===== config.mk =====
export PLATFORM = sky130hd
export DESIGN_NAME = fpu_seq
export DESIGN_NICKNAME = d
export VERILOG_FILES = /design/src/rtl/fpu_pkg.sv /design/src/rtl/fpu_norm.sv /design/src/rtl/fpu_seq.sv
export SDC_FILE = /design/constraint.sdc
export NUM_CORES = 1
export LEC_CHECK = 0
export ABC_AREA = 0
export ABC_CLOCK_PERIOD_IN_PS = 14800
export CAP_MARGIN = 20
export CORE_MARGIN = 2
export CORE_UTILIZATION = 35
export DETAILED_ROUTE_END_ITERATION = 16
export GPL_TIMING_DRIVEN = 0
export SKIP_CTS_REPAIR_TIMING = 1
export SYNTH_ARGS = -nofsm -noshare
export SYNTH_HDL_FRONTEND = slang
export SYNTH_SLANG_ARGS = --single-unit

===== constraint.sdc =====
create_clock -name clk -period 14.8 [get_ports clk]
set_input_delay 2.22 -clock clk [delete_from_list [all_inputs] [get_ports clk]]
set_output_delay 2.22 -clock clk [all_outputs]
set_load 0.02 [all_outputs]

===== src/rtl/fpu_pkg.sv =====
`default_nettype none
//============================================================================
// Module  : fpu_pkg
// Shared opcodes, FSM states, flag indices and format helpers for fpu_seq.
// Revision: 1.0
//============================================================================
package fpu_pkg;

    localparam logic [1:0] OP_ADD  = 2'b00;
    localparam logic [1:0] OP_SUB  = 2'b01;
    localparam logic [1:0] OP_MUL  = 2'b10;
    localparam logic [1:0] OP_RSVD = 2'b11;

    typedef enum logic [2:0] {
        ST_IDLE   = 3'd0,
        ST_UNPACK = 3'd1,
        ST_EXEC   = 3'd2,
        ST_NORM   = 3'd3,
        ST_PACK   = 3'd4,
        ST_DONE   = 3'd5
    } state_t;

    localparam int FLAG_NX  = 0;
    localparam int FLAG_UNF = 1;
    localparam int FLAG_OVF = 2;
    localparam int FLAG_INV = 3;

    // Helpers return 64-bit patterns; callers keep the low EXP_W+MAN_W+1 bits.
    function automatic int fmt_bias(input int exp_w);
        return (1 << (exp_w - 1)) - 1;
    endfunction

    function automatic logic [63:0] fmt_inf(input int exp_w, input int man_w, input logic sign);
        logic [63:0] r;
        r = ((64'd1 << exp_w) - 64'd1) << man_w;
        r = r | (64'(sign) << (exp_w + man_w));
        return r;
    endfunction

    function automatic logic [63:0] fmt_nan(input int exp_w, input int man_w);
        return fmt_inf(exp_w, man_w, 1'b0) | (64'd1 << (man_w - 1));
    endfunction

endpackage
`default_nettype wire


===== src/rtl/fpu_norm.sv =====
`default_nettype none
//============================================================================
// Module  : fpu_norm
// Leading-zero count and normalising shifter; hidden bit lands at FW-2.
// Revision: 1.0
//============================================================================
module fpu_norm #(
    parameter int FW = 28,
    parameter int EW = 10
) (
    input  logic [FW-1:0] i_frame,
    input  logic [EW-1:0] i_exp,
    output logic [FW-1:0] o_frame,
    output logic [EW-1:0] o_exp
);
    localparam int LW = $clog2(FW);

    logic [LW-1:0] w_lz;
    logic          w_found;

    always_comb begin
        w_lz    = '0;
        w_found = 1'b0;
        for (int i = FW - 2; i >= 0; i--) begin
            if (!w_found) begin
                if (i_frame[i]) w_found = 1'b1;
                else            w_lz    = w_lz + LW'(1);
            end
        end
    end

    // Carry-out shifts right once, folding the dropped bits into sticky.
    always_comb begin
        if (i_frame[FW-1]) begin
            o_frame = {1'b0, i_frame[FW-1:2], |i_frame[1:0]};
            o_exp   = i_exp + EW'(1);
        end else begin
            o_frame = i_frame << w_lz;
            o_exp   = i_exp - EW'(w_lz);
        end
    end

endmodule
`default_nettype wire


===== src/rtl/fpu_seq.sv =====
`default_nettype none
//============================================================================
// Module  : fpu_seq
// Multi-cycle add/sub/mul FPU (truncating) with valid/ready handshakes.
// Revision: 1.0
//============================================================================
module fpu_seq import fpu_pkg::*; #(
    parameter  int EXP_W = 8,
    parameter  int MAN_W = 23,
    localparam int W     = EXP_W + MAN_W + 1
) (
    input  logic         clk,
    input  logic         rst,
    input  logic         in_valid,
    output logic         in_ready,
    input  logic [W-1:0] a,
    input  logic [W-1:0] b,
    input  logic [1:0]   opcode,
    output logic         out_valid,
    input  logic         out_ready,
    output logic [W-1:0] outp,
    output logic [3:0]   flags
);
    localparam int XW = MAN_W + 4;          // {hidden, mantissa, guard, round, sticky}
    localparam int FW = XW + 1;             // plus carry-out
    localparam int EW = EXP_W + 2;
    localparam int PW = 2 * (MAN_W + 1);
    localparam int CW = $clog2(MAN_W + 2);

    localparam logic [63:0]          c_nan64    = fmt_nan(EXP_W, MAN_W);
    localparam logic [63:0]          c_inf64    = fmt_inf(EXP_W, MAN_W, 1'b0);
    localparam logic [W-1:0]         c_nan      = c_nan64[W-1:0];
    localparam logic [EW-1:0]        c_bias     = EW'(fmt_bias(EXP_W));
    localparam logic signed [EW-1:0] c_emax     = {2'b00, {EXP_W{1'b1}}};
    localparam logic signed [EW-1:0] c_ezero    = '0;
    localparam logic [PW-1:0]        c_plo_mask = (PW'(1) << (PW - XW)) - PW'(1);
    localparam logic [CW-1:0]        c_last     = CW'(MAN_W);

    state_t                r_state;
    logic [W-1:0]          r_a, r_b, r_outp, r_spec_res;
    logic [1:0]            r_op;
    logic [3:0]            r_flags;
    logic                  r_in_ready, r_out_valid;
    logic                  r_sign, r_effsub, r_special, r_invalid;
    logic signed [EW-1:0]  r_exp;
    logic [XW-1:0]         r_x, r_y;
    logic [FW-1:0]         r_frame;
    logic [PW-1:0]         r_acc;
    logic [MAN_W:0]        r_mcand;
    logic [CW-1:0]         r_cnt;

    logic                  w_sa, w_sb, w_za, w_zb, w_infa, w_infb, w_nana, w_nanb;
    logic [EXP_W-1:0]      w_ea, w_eb, w_xe, w_ye, w_d;
    logic [MAN_W:0]        w_siga, w_sigb, w_xs, w_ys;
    logic [W-2:0]          w_maga, w_magb;
    logic                  w_swap, w_effsub, w_xsign, w_yst;
    logic [MAN_W+2:0]      w_yfull, w_ysh;
    logic                  w_spec, w_spec_inv;
    logic [W-1:0]          w_spec_res;
    logic signed [EW-1:0]  w_mexp, w_nexp;
    logic [FW-1:0]         w_sum, w_pframe, w_nin, w_nframe;
    logic [MAN_W+1:0]      w_mstep;
    logic [MAN_W-1:0]      w_mant;
    logic                  w_nx;

    assign w_sa     = r_a[W-1];
    assign w_sb     = r_b[W-1];
    assign w_ea     = r_a[W-2:MAN_W];
    assign w_eb     = r_b[W-2:MAN_W];
    assign w_za     = (w_ea == '0);
    assign w_zb     = (w_eb == '0);
    assign w_infa   = (&w_ea) & ~(|r_a[MAN_W-1:0]);
    assign w_infb   = (&w_eb) & ~(|r_b[MAN_W-1:0]);
    assign w_nana   = (&w_ea) & (|r_a[MAN_W-1:0]);
    assign w_nanb   = (&w_eb) & (|r_b[MAN_W-1:0]);
    assign w_siga   = w_za ? '0 : {1'b1, r_a[MAN_W-1:0]};
    assign w_sigb   = w_zb ? '0 : {1'b1, r_b[MAN_W-1:0]};
    assign w_maga   = w_za ? '0 : r_a[W-2:0];
    assign w_magb   = w_zb ? '0 : r_b[W-2:0];
    assign w_effsub = w_sa ^ w_sb ^ r_op[0];
    assign w_swap   = (w_magb > w_maga);
    assign w_xsign  = w_swap ? (w_sb ^ r_op[0]) : w_sa;
    assign w_mexp   = {2'b00, w_ea} + {2'b00, w_eb} - c_bias;

    // Alignment: x is the larger magnitude, y is shifted right under it.
    always_comb begin
        w_xe    = w_swap ? w_eb : w_ea;
        w_ye    = w_swap ? w_ea : w_eb;
        w_xs    = w_swap ? w_sigb : w_siga;
        w_ys    = w_swap ? w_siga : w_sigb;
        w_d     = w_xe - w_ye;
        w_yfull = {w_ys, 2'b00};
        if (32'(w_d) >= MAN_W + 3) begin
            w_ysh = '0;
            w_yst = |w_ys;
        end else begin
            w_ysh = w_yfull >> w_d;
            w_yst = |(w_yfull & ~({(MAN_W+3){1'b1}} << w_d));
        end
    end

    always_comb begin
        w_spec     = 1'b0;
        w_spec_inv = 1'b0;
        w_spec_res = '0;
        if (r_op == OP_RSVD || w_nana || w_nanb) begin
            w_spec = 1'b1; w_spec_inv = 1'b1; w_spec_res = c_nan;
        end else if (r_op == OP_MUL) begin
            if ((w_infa && w_zb) || (w_za && w_infb)) begin
                w_spec = 1'b1; w_spec_inv = 1'b1; w_spec_res = c_nan;
            end else if (w_infa || w_infb) begin
                w_spec = 1'b1; w_spec_res = {w_sa ^ w_sb, c_inf64[W-2:0]};
            end else if (w_za || w_zb) begin
                w_spec = 1'b1; w_spec_res = {w_sa ^ w_sb, {(W-1){1'b0}}};
            end
        end else begin
            if (w_infa && w_infb && w_effsub) begin
                w_spec = 1'b1; w_spec_inv = 1'b1; w_spec_res = c_nan;
            end else if (w_infa) begin
                w_spec = 1'b1; w_spec_res = {w_sa, c_inf64[W-2:0]};
            end else if (w_infb) begin
                w_spec = 1'b1; w_spec_res = {w_sb ^ r_op[0], c_inf64[W-2:0]};
            end
        end
    end

    assign w_sum    = r_effsub ? ({1'b0, r_x} - {1'b0, r_y}) : ({1'b0, r_x} + {1'b0, r_y});
    assign w_mstep  = {1'b0, r_acc[PW-1:MAN_W+1]} + (r_acc[0] ? {1'b0, r_mcand} : '0);
    // Product carry bit lines up with the adder's carry-out position.
    assign w_pframe = {r_acc[PW-1:PW-XW], |(r_acc & c_plo_mask)};
    assign w_nin    = (r_op == OP_MUL) ? w_pframe : r_frame;
    assign w_mant   = r_frame[XW-2:3];
    assign w_nx     = |r_frame[2:0];

    fpu_norm #(.FW(FW), .EW(EW)) u_norm (
        .i_frame (w_nin),
        .i_exp   (r_exp),
        .o_frame (w_nframe),
        .o_exp   (w_nexp)
    );

    always_ff @(posedge clk) begin
        if (rst) begin
            r_state     <= ST_IDLE;
            r_in_ready  <= 1'b1;
            r_out_valid <= 1'b0;
            r_outp      <= '0;
            r_flags     <= '0;
        end else begin
            case (r_state)
                ST_IDLE: if (in_valid && r_in_ready) begin
                    r_a        <= a;
                    r_b        <= b;
                    r_op       <= opcode;
                    r_flags    <= '0;
                    r_in_ready <= 1'b0;
                    r_state    <= ST_UNPACK;
                end
                ST_UNPACK: begin
                    r_special  <= w_spec;
                    r_invalid  <= w_spec_inv;
                    r_spec_res <= w_spec_res;
                    r_effsub   <= w_effsub;
                    r_cnt      <= '0;
                    r_x        <= {w_xs, 3'b000};
                    r_y        <= {w_ysh, w_yst};
                    r_acc      <= {{(MAN_W+1){1'b0}}, w_sigb};
                    r_mcand    <= w_siga;
                    if (r_op == OP_MUL) begin
                        r_exp  <= w_mexp;
                        r_sign <= w_sa ^ w_sb;
                    end else begin
                        r_exp  <= {2'b00, w_xe};
                        r_sign <= w_xsign;
                    end
                    r_state <= w_spec ? ST_PACK : ST_EXEC;
                end
                ST_EXEC: begin
                    if (r_op == OP_MUL) begin
                        r_acc <= {w_mstep, r_acc[MAN_W:1]};
                        r_cnt <= r_cnt + CW'(1);
                        if (r_cnt == c_last) r_state <= ST_NORM;
                    end else begin
                        r_frame <= w_sum;
                        // Exact cancellation is +0; like-signed zeros keep their sign.
                        if (w_sum == '0) begin
                            r_special  <= 1'b1;
                            r_spec_res <= {r_sign & ~r_effsub, {(W-1){1'b0}}};
                        end
                        r_state <= ST_NORM;
                    end
                end
                ST_NORM: begin
                    r_frame <= w_nframe;
                    r_exp   <= w_nexp;
                    r_state <= ST_PACK;
                end
                ST_PACK: begin
                    r_out_valid <= 1'b1;
                    r_state     <= ST_DONE;
                    r_flags     <= '0;
                    if (r_special) begin
                        r_outp            <= r_spec_res;
                        r_flags[FLAG_INV] <= r_invalid;
                    end else if (r_exp >= c_emax) begin
                        r_outp            <= {r_sign, c_inf64[W-2:0]};
                        r_flags[FLAG_OVF] <= 1'b1;
                        r_flags[FLAG_NX]  <= 1'b1;
                    end else if (r_exp <= c_ezero) begin
                        r_outp            <= {r_sign, {(W-1){1'b0}}};
                        r_flags[FLAG_UNF] <= 1'b1;
                        r_flags[FLAG_NX]  <= 1'b1;
                    end else begin
                        r_outp           <= {r_sign, r_exp[EXP_W-1:0], w_mant};
                        r_flags[FLAG_NX] <= w_nx;
                    end
                end
                ST_DONE: if (out_ready) begin
                    r_out_valid <= 1'b0;
                    r_in_ready  <= 1'b1;
                    r_state     <= ST_IDLE;
                end
                default: begin
                    r_in_ready <= 1'b1;
                    r_state    <= ST_IDLE;
                end
            endcase
        end
    end

    assign in_ready  = r_in_ready;
    assign out_valid = r_out_valid;
    assign outp      = r_outp;
    assign flags     = r_flags;

endmodule
`default_nettype wire


Yosys cells after proc, flatten, opt, wreduce, memory -nomap -nowiden
Cells that the tools add are included.
{"block": "classes", "add_sub_neg": 35, "order_cmp": 4, "n_eq_ne": 14, "shift": 3, "muxes": 176, "bitwise_logic": 15, "n_reduce_logical": 39}
{"operator": "32-bit 2-to-1 mux", "n": 11}
{"operator": "5-bit 2-to-1 mux", "n": 53}
{"operator": "5-bit by 1-bit adder with 5-bit output (second input constant)", "n": 26}
{"operator": "31-bit 2-to-1 mux", "n": 4}
{"operator": "24-bit 2-to-1 mux", "n": 5}
{"operator": "28-bit 2-to-1 mux", "n": 4}
{"operator": "48-bit case mux with 2 select lines", "n": 1}
{"operator": "1-bit 2-to-1 mux", "n": 77}
{"operator": "32-bit case mux with 2 select lines", "n": 1}
{"operator": "28-bit case mux with 2 select lines", "n": 1}
{"operator": "48-bit 2-to-1 mux", "n": 1}
{"operator": "23-bit OR reduction", "n": 2}
{"operator": "31-bit greater-than comparator", "n": 1}
{"operator": "27-bit by 27-bit adder with 28-bit output", "n": 1}
{"operator": "28-bit logical NOT", "n": 1}
{"operator": "28-bit by 5-bit << shifter with 28-bit output", "n": 1}
{"operator": "27-bit by 27-bit subtractor with 28-bit output", "n": 1}
{"operator": "26-bit AND", "n": 1}
{"operator": "26-bit NOT", "n": 1}
{"operator": "26-bit OR reduction", "n": 1}
{"operator": "26-bit by 8-bit << shifter with 26-bit output (first input constant)", "n": 1}
{"operator": "26-bit by 8-bit >> shifter with 26-bit output", "n": 1}
{"operator": "24-bit by 24-bit adder with 25-bit output", "n": 1}
{"operator": "24-bit OR reduction", "n": 1}
{"operator": "other kinds (42)", "n": 88}
{"block": "word_totals", "register_bits": 309, "inputBits": 70, "output_inout_bits": 38}

Depth between registers and ports, before layout
Gate-level depths: netlist (run 1).
{"block": "depth", "word_depth": 84, "mapped_depth": 93, "depth_no_buf": 90}

Cells and area by module
A second synthesis (run 1) with hierarchy kept.
{"block": "hier_totals", "cells_unflattened": 2863, "area_unflattened_um2": 23882.9}
{"module": "fpu_seq", "instances": 1, "cells_per_inst": 2044, "area_each_um2": 18567.8, "seq_area_each_um2": 7997.7}
{"module": "fpu_norm", "instances": 1, "cells_per_inst": 819, "area_each_um2": 5315.1, "seq_area_each_um2": 0.0}

Least setup slack after synthesis (run 1)
No wires, ideal clock.
{"block": "synth_path", "path_type": "reg-to-reg", "from": "reg r_op[1]", "to": "reg r_exp[9], data pin", "setup_time_ps": 270, "arrival_ps": 15694, "required_ps": 14530, "setup_slack_ps": -1164, "stages_incl_launch_ff": 92, "path_buffers": 5, "period_less_slack_ps": 15964, "cell_sequence": "edfxtp_1 > nor2b_1 > buf_2 > clkbuf_1 > mux2_2 > a21o_1 > inv_1 > ha_1 > inv_1 > a21oi_1 > ha_1 > nand2b_1 > a21oi_1 > nor2_1 > nand2_1 > a21oi_1 > ha_1 > nand2_1 > [56 not listed] > mux2_2 > xor3_2 > buf_2 > buf_2 > nand2_1 > nor2_1 > xnor2_1 > nor2_1 > ha_1 > a21o_1 > a21oi_1 > o21bai_1 > a21oi_1 > o21bai_1 > a21oi_1 > xnor2_1 > xnor2_1 > o22ai_1"}
{"block": "synth_between", "elab_chain_cells": 84, "elab_cells_between_ends": 136}
{"item": "from (decl)", "line": "fpu_seq.sv:41", "rtl": "logic [1:0] r_op;"}
{"item": "from (signal assigned)", "line": "fpu_seq.sv:154", "rtl": "r_op <= opcode;"}
{"item": "2-bit equality test *", "line": "fpu_seq.sv:131, fpu_seq.sv:169"}
{"item": "28-bit 2-to-1 mux", "line": "fpu_seq.sv:131", "rtl": "assign w_nin = (r_op == OP_MUL) ? w_pframe : r_frame;"}
{"item": "1-bit 2-to-1 mux", "line": "fpu_norm.sv:26", "rtl": "if (i_frame[i]) w_found = 1'b1;"}
{"item": "1-bit by 1-bit adder with 2-bit output", "line": "fpu_norm.sv:27", "rtl": "else w_lz = w_lz + LW'(1);"}
{"item": "5-bit 2-to-1 mux", "line": "fpu_norm.sv:26"}
{"item": "5-bit 2-to-1 mux", "line": "fpu_norm.sv:25", "rtl": "if (!w_found) begin"}
{"item": "5-bit by 1-bit adder with 5-bit output", "line": "fpu_norm.sv:27"}
{"item": "5-bit 2-to-1 mux", "line": "fpu_norm.sv:26"}
{"item": "[68 not listed]"}
{"item": "5-bit 2-to-1 mux", "line": "fpu_norm.sv:26"}
{"item": "5-bit 2-to-1 mux", "line": "fpu_norm.sv:25"}
{"item": "5-bit by 1-bit adder with 5-bit output", "line": "fpu_norm.sv:27"}
{"item": "5-bit 2-to-1 mux", "line": "fpu_norm.sv:26"}
{"item": "5-bit 2-to-1 mux", "line": "fpu_norm.sv:25"}
{"item": "10-bit by 5-bit subtractor with 10-bit output", "line": "fpu_norm.sv:39", "rtl": "o_exp = i_exp - EW'(w_lz);"}
{"item": "10-bit 2-to-1 mux", "line": "fpu_norm.sv:34", "rtl": "if (i_frame[FW-1]) begin"}
{"item": "10-bit case mux with 2 select lines *", "line": "fpu_seq.sv:150", "rtl": "case (r_state)"}
{"item": "to (signal assigned)", "line": "fpu_seq.sv:170", "rtl": "r_exp <= w_mexp;"}
{"item": "to (signal assigned)", "line": "fpu_seq.sv:173", "rtl": "r_exp <= {2'b00, w_xe};"}
{"item": "to (signal assigned)", "line": "fpu_seq.sv:195", "rtl": "r_exp <= w_nexp;"}
{"item": "to (decl)", "line": "fpu_seq.sv:45", "rtl": "logic signed [EW-1:0] r_exp;"}
Mark *: on every way between the ends. The rest lies on a longest branch, timed or not.
A chain may end at the register's enable or synchronous reset.

Worst setup path in the final report (run 1)
Same ends and word-level chain as after synthesis.

==> flow_summary.yaml, run 1 <==
yosys:
  synthCells: 2749
  synth-seq-cells: 280
  synthDistinctLibCells: 101
  syn_area_per_cell_um2: 8.495
  synth-edff-count: 239
  seq_area_frac_synth_pct: 34.25
  async_reset_ff_share_pct: 0
  syn_area_um2: 23350
  syn_nets: 2978
  synth_top_flop_cell: "edfxtp_1"
  yosys_warnings: 0
sta:
  fmax_mhz: 63.17
  tightest_slew_ns: 1.243
  fin_crit_sh_pct: 107.0
  maxSlewViolCount: 0
  finalSetupTns_ns: -10.42
  fin_ws_ns: -1.031
  rsz0062_at_grt: "yes"
  setup_viol: 28
  finalCriticalPeriod_ns: 15.83
  fin_worst_skew_ns: 0.01722
  max_slew_margin_pct: 14.75
  finalHoldViolCount: 0
worst_setup_path:
  start_kind: "register"
  worstPathRequired_ns: 15.07
  worstPathMaxFanout: 10
  arrival_ns: 16.10
  path_class: "register to register"
  slowest_delay_ns: 0.47
  slowest_stage: "edfxtp_1"
  crit_top_cell: "ha_1"
  end_kind: "register"
global_route:
  antenna_found_initial: 0
  grt_use_met2_pct: 39.75
  grt_pass1_wl_um: 129100
  use_met1_pct: 31.90
  grt_max_degree: 67
  grt_overflow_total: 0
  grt.total_usage_pct: 24.18
  use_met3_pct: 3.617
  grt-busiest-layer: "met2"
  grt_pass1_vias: 20678
layout:
  drive_gt1_share_pct: 10.62
  fin_nets: 3188
  postLayoutCellArea_um2: 28100
  area_growth_pct: 20.33
placed_design:
  post_dp_cell_area_um2: 25850
  io_buffer_count: 106
  pre_cts_ws_ns: -2.314
  hpwlAfterDp_um: 69370
  place_congestion: 1.010
pwr:
  p_leak_uw: 0.01087
  p_sw_uw: 956.7
  switching_share_pct: 34.87
  pwr-share-comb_pct: 31.2
  p_seq_share_pct: 35.0
  p_int_uw: 1787
  ir_drop_uv: 90.74
  powerDensity_nw_per_um2: 97.63
  p_clk_share_pct: 33.7
routing:
  wl_per_cell_um: 22.55
  drtAntennaViolNets: 0
  first_pass_iters: 5
  via_count: 22138
  drc: 0
  vias_per_cell: 5.749
  drt_iter0_drc: 2110
  wl_um: 86830
clock_tree:
  root_buffer: "clkbuf_16"
  cts_tree: "yes"
  cts_made_buffers: 35
  cts_max_level: 2
  clock_latency_ns: 0.56
  cts.sinks: 280
  clk_pin_slew_worst_paths_ns: 0.06
  clockBufferDepth: 3
flow_run:
  maxCapViolCount: 0
die:
  die_area_um2: 68800
  initial_utilization_pct: 35.46
  io_pins: 108
  die_h_um: 262.3
  core_area_um2: 65860
  fp-row-count: 94
  die_x_um: 262.3
status:
  status: "complete, but fails checks"
  failed_checks: "setup timing"
min_path:
  min_path_type: "register to register"
[through the flow]
step / util [%] / instances / power (uW) / hold WS [ns]
floorplan: - / 2749 / 1494 / 0.4834
global placement: 39.01 / 3719 / 1766 / 0.4818
detailed placement: 39.25 / 3730 / 1763 / 0.4845
CTS: 41.15 / 3793 / 2692 / 0.4986
global route: 42.66 / 3849 / 2862 / 0.5329
finish: 42.67 / 3851 / 2743 / 0.4926
[metal layers]
layer	share of wire (%)	vias to the layer above	wire (um)
met2	46	983	40170
met4	4.3	0	3717
met1	43	10486	36960
li1	-	10499	-
met5	0	-	0
met3	6.9	170	5987
[placed cells by master (no fill, tap or decap), drive strengths merged, types with 10 or more instances in the layout]
cell type	instances
a31oi	25
nor2	288
a211oi	28
mux2	23
o22ai	10
clkdlybuf4s50	106
o21bai	18
ha	155
xor2	30
a21oi	194
nand2	310
xnor2	74
dfxtp	41
buf	103
o211ai	28
mux2i	97
nor2b	18
a221oi	10
o21a	18
o21ai	213
nand3	56
nor3b	11
and2	36
or3	23
nand4	27
a21o	34
nor3	93
nand2b	27
and3	24
clkbuf	151
inv	173
edfxtp	239
or2	11
o31ai	20
nor4	47
a22oi	38
[cell usage after synthesis (9+ instances only)]
library cell / number / share of area [%]
a22oi_1: 38 / 1.2
o31ai_1: 19 / 0.61
and2_1: 36 / 0.96
or2_2: 10 / 0.27
buf_2: 16 / 0.34
or3_1: 23 / 0.62
buf_1: 13 / 0.21
and3_1: 24 / 0.64
o211ai_1: 28 / 0.90
nand4_1: 26 / 0.70
o22ai_1: 9 / 0.24
nor3_1: 90 / 1.9
ha_1: 155 / 8.3
edfxtp_1: 239 / 31
nor4_1: 46 / 1.2
a21o_1: 34 / 1.1
a211oi_1: 28 / 0.90
o21bai_1: 18 / 0.58
clkbuf_1: 112 / 1.8
a31oi_1: 25 / 0.67
nand2b_1: 27 / 0.72
mux2_2: 22 / 1.1
dfxtp_1: 41 / 3.5
nor3b_1: 11 / 0.35
o21a_1: 18 / 0.58
nand3_1: 56 / 1.2
xnor2_1: 66 / 2.5
xor2_1: 30 / 1.1
a21oi_1: 193 / 4.1
nand2_1: 309 / 5.0
mux2i_1: 96 / 4.1
a2111oi_0: 9 / 0.34
o21ai_0: 209 / 4.5
inv_1: 170 / 2.7
nor2_1: 288 / 4.6
a221oi_1: 10 / 0.38
nor2b_1: 18 / 0.48
[flip-flops by register name, summed over array words and instances, names as in the netlist, 2 cells and up]
name        count
r_a            32
flags           4
r_op            2
r_state         3
r_frame        28
r_b            32
r_x            24
r_exp          10
r_spec_res      3
r_y            27
r_acc          48
outp           32
r_cnt           5
r_mcand        24
[logic make-up (layout without fill, tap and decap cells)]
family,Yosys count,in the layout,synth area share (%)
simple gates,1015,1015,20.69
compound gates,737,737,20.01
buf+inv,318,554,5.310
flops,280,280,34.25
fa+ha+maj,161,161,8.733
mux,125,125,5.765
xor+xnor,113,113,5.245
other cells,0,2,0
[power by group through the flow]
stage | sequential (uW) | clock, uW | combinational [uW]
final | 961 | 926 | 857
after detailed placement | 975 | 0 | 787
after global routing | 963 | 974 | 925
after CTS | 959 | 942 | 792
after floorplan | 961 | 0 | 534
after global placement | 981 | 0 | 785
[worst paths after layout]
check / from / to / slack, ns / cells past startpoint
max: r_op[1] / r_exp[9] / -1.03 / 90
min: out_valid / out_valid / 0.49 / 2
max reg2reg: r_op[1] / r_exp[9] / -1.03 / 90
min reg2reg: out_valid / out_valid / 0.49 / 2
[layout make-up]
| type | instances | area (um2) |
|---|---|---|
| fill | 6601 | 37760 |
| antenna | 2 | 5.005 |
| sequential | 280 | 7998 |
| clock buffer | 42 | 933.4 |
| clock inverter | 21 | 317.8 |
| tap | 864 | 1081 |
| multi-input combinational | 2151 | 14780 |
| timing repair buffer | 175 | 1648 |
| buffer | 143 | 671.9 |
| inverter | 173 | 663.1 |
[worst max-delay path, delay by kind of cell (launching register included)]
family | cells | cell delay, ns
and+or+nand+nor | 23 | 2.51
muxes | 5 | 1.40
adders and majority gates | 15 | 4.06
buffers and inverters | 9 | 1.00
xor gates and xnor gates | 4 | 0.70
AOI/OAI and AO/OA | 34 | 5.42
DFF | 1 | 0.47
Note: power is estimated with default switching activity, not from simulation.
==> run 2: changes to the inputs <==
- GPL_TIMING_DRIVEN: 0 -> default
==> flow_summary.yaml, run 2 (synthesized netlist as in run 1, its figures left out) <==
global_route:
  grt_pass1_vias: 20639
  antenna_found_initial: 0
  grt_pass1_wl_um: 122800
  grt_overflow_total: 0
  grt_max_degree: 79
  grt.total_usage_pct: 22.74
routing:
  vias_per_cell: 5.775
  wl_per_cell_um: 21.70
  drc: 0
  drtAntennaViolNets: 0
  drt_iter0_drc: 1787
  first_pass_iters: 6
  via_count: 21690
  wl_um: 81510
clock_tree:
  clockBufferDepth: 3
  clk_pin_slew_worst_paths_ns: 0.06
  root_buffer: "clkbuf_16"
  cts_max_level: 2
  cts.sinks: 280
  cts_made_buffers: 34
  cts_tree: "yes"
  clock_latency_ns: 0.56
min_path:
  hp-start: "out_valid"
  whs_endpoint: "out_valid"
  min_path_type: "register to register"
  hold_depth: 2
layout:
  top_register: "r_acc"
  drive_gt1_share_pct: 11.52
  fillCellCount: 6485
  area_growth_pct: 17.81
  multi_input_area_um2: 14650
  seqCellArea_um2: 7998
  fin_cells: 3756
  final_common_cell: "nand2_1"
  final_cell_mix: "308 x nand2_1, 281 x nor2_1, 239 x edfxtp_1"
  fin_nets: 3096
  largest_reg_flops: 48
worst_setup_path:
  arrival_ns: 15.21
  worstPathRequired_ns: 15.08
  r2r_slack_ns: -0.14
  end_kind: "register"
  r2r_cells: 89
  path_class: "register to register"
  r2r_end: "r_exp[9]"
  r2r_start: "r_op[1]"
  slowest_delay_ns: 0.47
  crit_family: "compound AO/OA/AOI/OAI gates"
  worstPathMaxFanout: 5
  cp.buffers_inverters: 8
  slowest_stage: "edfxtp_1"
  start_kind: "register"
pwr:
  p_int_uw: 1696
  p_sw_uw: 911.4
  pwr-share-comb_pct: 31.3
  powerDensity_nw_per_um2: 94.77
  ir_drop_uv: 95.89
  switching_share_pct: 34.95
  total_power_uw: 2607
  p_clk_share_pct: 31.8
  p_seq_share_pct: 36.9
  p_leak_uw: 0.01077
placed_design:
  hpwlAfterDp_um: 63100
  dp_cells: 3675
  io_buffer_count: 107
  place_congestion: 0.9393
  pre_cts_ws_ns: -0.1838
sta:
  tightest_slew_ns: 1.047
  setup_viol: 2
  fmax_mhz: 66.94
  fin_worst_skew_ns: 0.02179
  rsz0062_at_grt: "yes"
  maxSlewViolCount: 0
  worst_hold_slack_ns: 0.4836
  fin_ws_ns: -0.1384
  max_slew_margin_pct: 29.49
  finalHoldViolCount: 0
  finalCriticalPeriod_ns: 14.94
  fin_crit_sh_pct: 100.9
die:
  die_h_um: 262.3
  initial_utilization_pct: 35.46
  die_area_um2: 68800
  core_area_um2: 65860
  fp-row-count: 94
  die_x_um: 262.3
  io_pins: 108
flow_run:
  maxCapViolCount: 0
status:
  status: "complete, but fails checks"
  failed_checks: "setup timing"
-- run 2: power groups by stage --
| stage | Sequential (uW) | Combinational [uW] | Clock [uW] |
|---|---|---|---|
| 2_1_floorplan | 961 | 534 | 0 |
| 3_3_place_gp | 976 | 763 | 0 |
| 3_5_place_dp | 977 | 770 | 0 |
| 4_1_cts | 961 | 774 | 846 |
| 5_1_grt | 966 | 888 | 876 |
| 6_report | 962 | 815 | 830 |
-- run 2: worst max-delay path by stage --
| stage | cells past startpoint | end | from |
|---|---|---|---|
| 4_1_cts | 89 | r_exp[9] | r_op[0] |
| 6_report | 89 | r_exp[9] | r_op[1] |
| 2_1_floorplan | 90 | r_exp[9] | r_op[1] |
| 3_3_place_gp | 89 | r_exp[9] | r_op[0] |
| 3_5_place_dp | 89 | r_exp[9] | r_op[0] |
| 5_1_grt | 88 | r_exp[9] | r_op[1] |
-- run 2: metal layers --
metal | track usage [%] | up-vias | routed length [um]
li1 | - | 10304 | -
met4 | 8.768 | 0 | 3417
met3 | 2.689 | 156 | 5327
met2 | 37.02 | 829 | 37280
met5 | 0 | - | 0
met1 | 30.83 | 10401 | 35480
-- run 2: per-stage QoR --
stage	TNS, ns	utilization (%)	instance area, um2
floorplan	0	-	23550
global placement	0	39.33	25900
detailed placement	-0.3037	39.33	25900
CTS	-0.4363	40.99	26990
global route	-9.773	41.77	27510
finish	-0.1982	41.77	27510
-- run 2: final cells by class --
class | instances | share of cell area, %
diodes | 1 | 0.009095
clock buffers | 43 | 3.288
clock inverters | 17 | 0.6776
inverters | 173 | 2.369
multi-input cells | 2151 | 53.25
flip-flops and latches | 280 | 29.07
well taps | 864 | 3.929
repair buffers | 227 | 7.404
-- run 2: worst register-to-register path, delay by kind of cell, from the launching register on --
| family | cells | cell delay (ns) |
|---|---|---|
| compound gates | 33 | 4.86 |
| fa+ha+maj | 16 | 3.92 |
| xor+xnor | 2 | 0.31 |
| simple gates | 26 | 3.37 |
| flops | 1 | 0.47 |
| mux | 4 | 0.94 |
| buf+inv | 8 | 0.79 |
==> run 3: changes to the inputs <==
- ABC_CLOCK_PERIOD_IN_PS: 14800 -> 13650
- CORE_ASPECT_RATIO: default -> 0.75
- clock period: 14.8 -> 13.65 ns (I/O delays scaled with it)
==> flow_summary.yaml, run 3 (synthesized netlist as in run 1, its figures left out) <==
placed_design:
  hpwlAfterDp_um: 65490
  place_congestion: 0.9594
  io_buffer_count: 107
pwr:
  total_power_uw: 2959
  powerDensity_nw_per_um2: 102.8
  ir_drop_uv: 92.71
  p_leak_uw: 0.01147
clock_tree:
  root_buffer: "clkbuf_16"
  cts_max_level: 1
  clk_pin_slew_worst_paths_ns: 0.06
  clockBufferDepth: 3
  cts_tree: "yes"
  cts.sinks: 280
  cts_made_buffers: 31
  clock_latency_ns: 0.62
sta:
  finalHoldViolCount: 0
  fin_ws_ns: -1.159
  finalSetupTns_ns: -22.75
  maxSlewViolCount: 0
  setup_viol: 33
  tightest_slew_ns: 1.197
  finalCriticalPeriod_ns: 14.81
  fin_crit_sh_pct: 108.5
  rsz0062_at_grt: "yes"
  max_slew_margin_pct: 19.48
  fin_worst_skew_ns: 0.02002
  fmax_mhz: 67.53
worst_setup_path:
  worstPathRequired_ns: 13.99
  slowest_stage: "edfxtp_1"
  path_class: "register to register"
  r2r_start: "r_op[0]"
  start_kind: "register"
  r2r_cells: 90
  crit_top_cell: "a21oi_2"
  r2r_slack_ns: -1.16
  end_kind: "register"
  slowest_delay_ns: 0.48
  worstPathMaxFanout: 5
  critPathCapture: "r_exp[9]"
  r2r_end: "r_exp[9]"
  setup.worst_path.start: "r_op[0]"
  arrival_ns: 15.15
die:
  fp-row-count: 81
  die_x_um: 302.3
  core_area_um2: 65570
  initial_utilization_pct: 35.61
  die_area_um2: 68830
  die_h_um: 227.7
  io_pins: 108
status:
  failed_checks: "setup timing"
  status: "complete, but fails checks"
routing:
  wl_um: 83930
  drt_iter0_drc: 2190
  first_pass_iters: 6
  vias_per_cell: 5.768
  via_count: 22438
  wl_per_cell_um: 21.58
  drtAntennaViolNets: 0
  drc: 0
layout:
  num_antenna_cells: 0
  fillCellCount: 6332
  final_common_cell: "nand2_1"
  fin_nets: 3223
  drive_gt1_share_pct: 16.36
  area_growth_pct: 23.22
  largest_reg_flops: 48
  top_register: "r_acc"
  fin_util_pct: 43.88
  final_cell_mix: "304 x nand2_1, 279 x nor2_1, 239 x edfxtp_1"
min_path:
  min_path_type: "register to register"
  hp-start: "flags[0]"
flow_run:
  maxCapViolCount: 0
global_route:
  grt.total_usage_pct: 23.44
  grt_max_degree: 79
  grt_overflow_total: 0
  grt_pass1_wl_um: 126900
  grt_pass1_vias: 21066
  antenna_found_initial: 2
run 3: worst min-delay path by stage:
stage	to	slack, ns	depth (start not counted)
floorplan	outp[0]	0.48	2
global route	flags[0]	0.50	2
finish	flags[0]	0.47	2
global placement	flags[0]	0.45	2
CTS	flags[0]	0.47	2
detailed placement	flags[0]	0.46	2
run 3: cell type report:
class | instances | area, um2 | area share [%]
Clock buffer | 34 | 787.0 | 2.735
Clock inverter | 24 | 354.1 | 1.231
Inverter | 173 | 654.4 | 2.274
Multi-Input combinational cell | 2151 | 14850 | 51.61
Sequential cell | 280 | 7998 | 27.79
Tap cell | 871 | 1090 | 3.787
Timing Repair Buffer | 357 | 3040 | 10.57
run 3: metrics by stage:
step	hold WS, ns	setup WS (ns)	cell area [um2]	std cells
2_1_floorplan	0.4834	-1.118	23640	2749
3_3_place_gp	0.4517	-0.8200	26870	3800
3_5_place_dp	0.4619	-1.254	26870	3800
4_1_cts	0.4707	-1.328	28010	3858
5_1_grt	0.4972	-2.034	28780	3890
6_report	0.4717	-1.159	28780	3890
run 3: where the power goes:
part           internal, uW  total (uW)  switching (uW)
Combinational           369         961             592
Sequential              997        1040            45.3
Clock                   571         956             384
Total                  1940        2960            1020
run 3: critical path: cells and delay by family, from the launching register on:
family,cells,cell delay [ns]
AO/OA/AOI/OAI,36,5.01
adder cells (fa/ha/maj),16,4.05
AND/OR/NAND/NOR,25,3.03
multiplexers,5,1.21
flip-flops,1,0.48
buffers and inverters,6,0.39
XOR/XNOR,2,0.33
run 3: layer usage:
layer | vias up | share of wire (%) | global-route usage (%)
met5 | - | 0 | 0
met4 | 0 | 2.0 | 4.332
met3 | 103 | 7.3 | 2.616
met2 | 941 | 44 | 35.91
met1 | 10824 | 47 | 35.48
li1 | 10570 | - | -
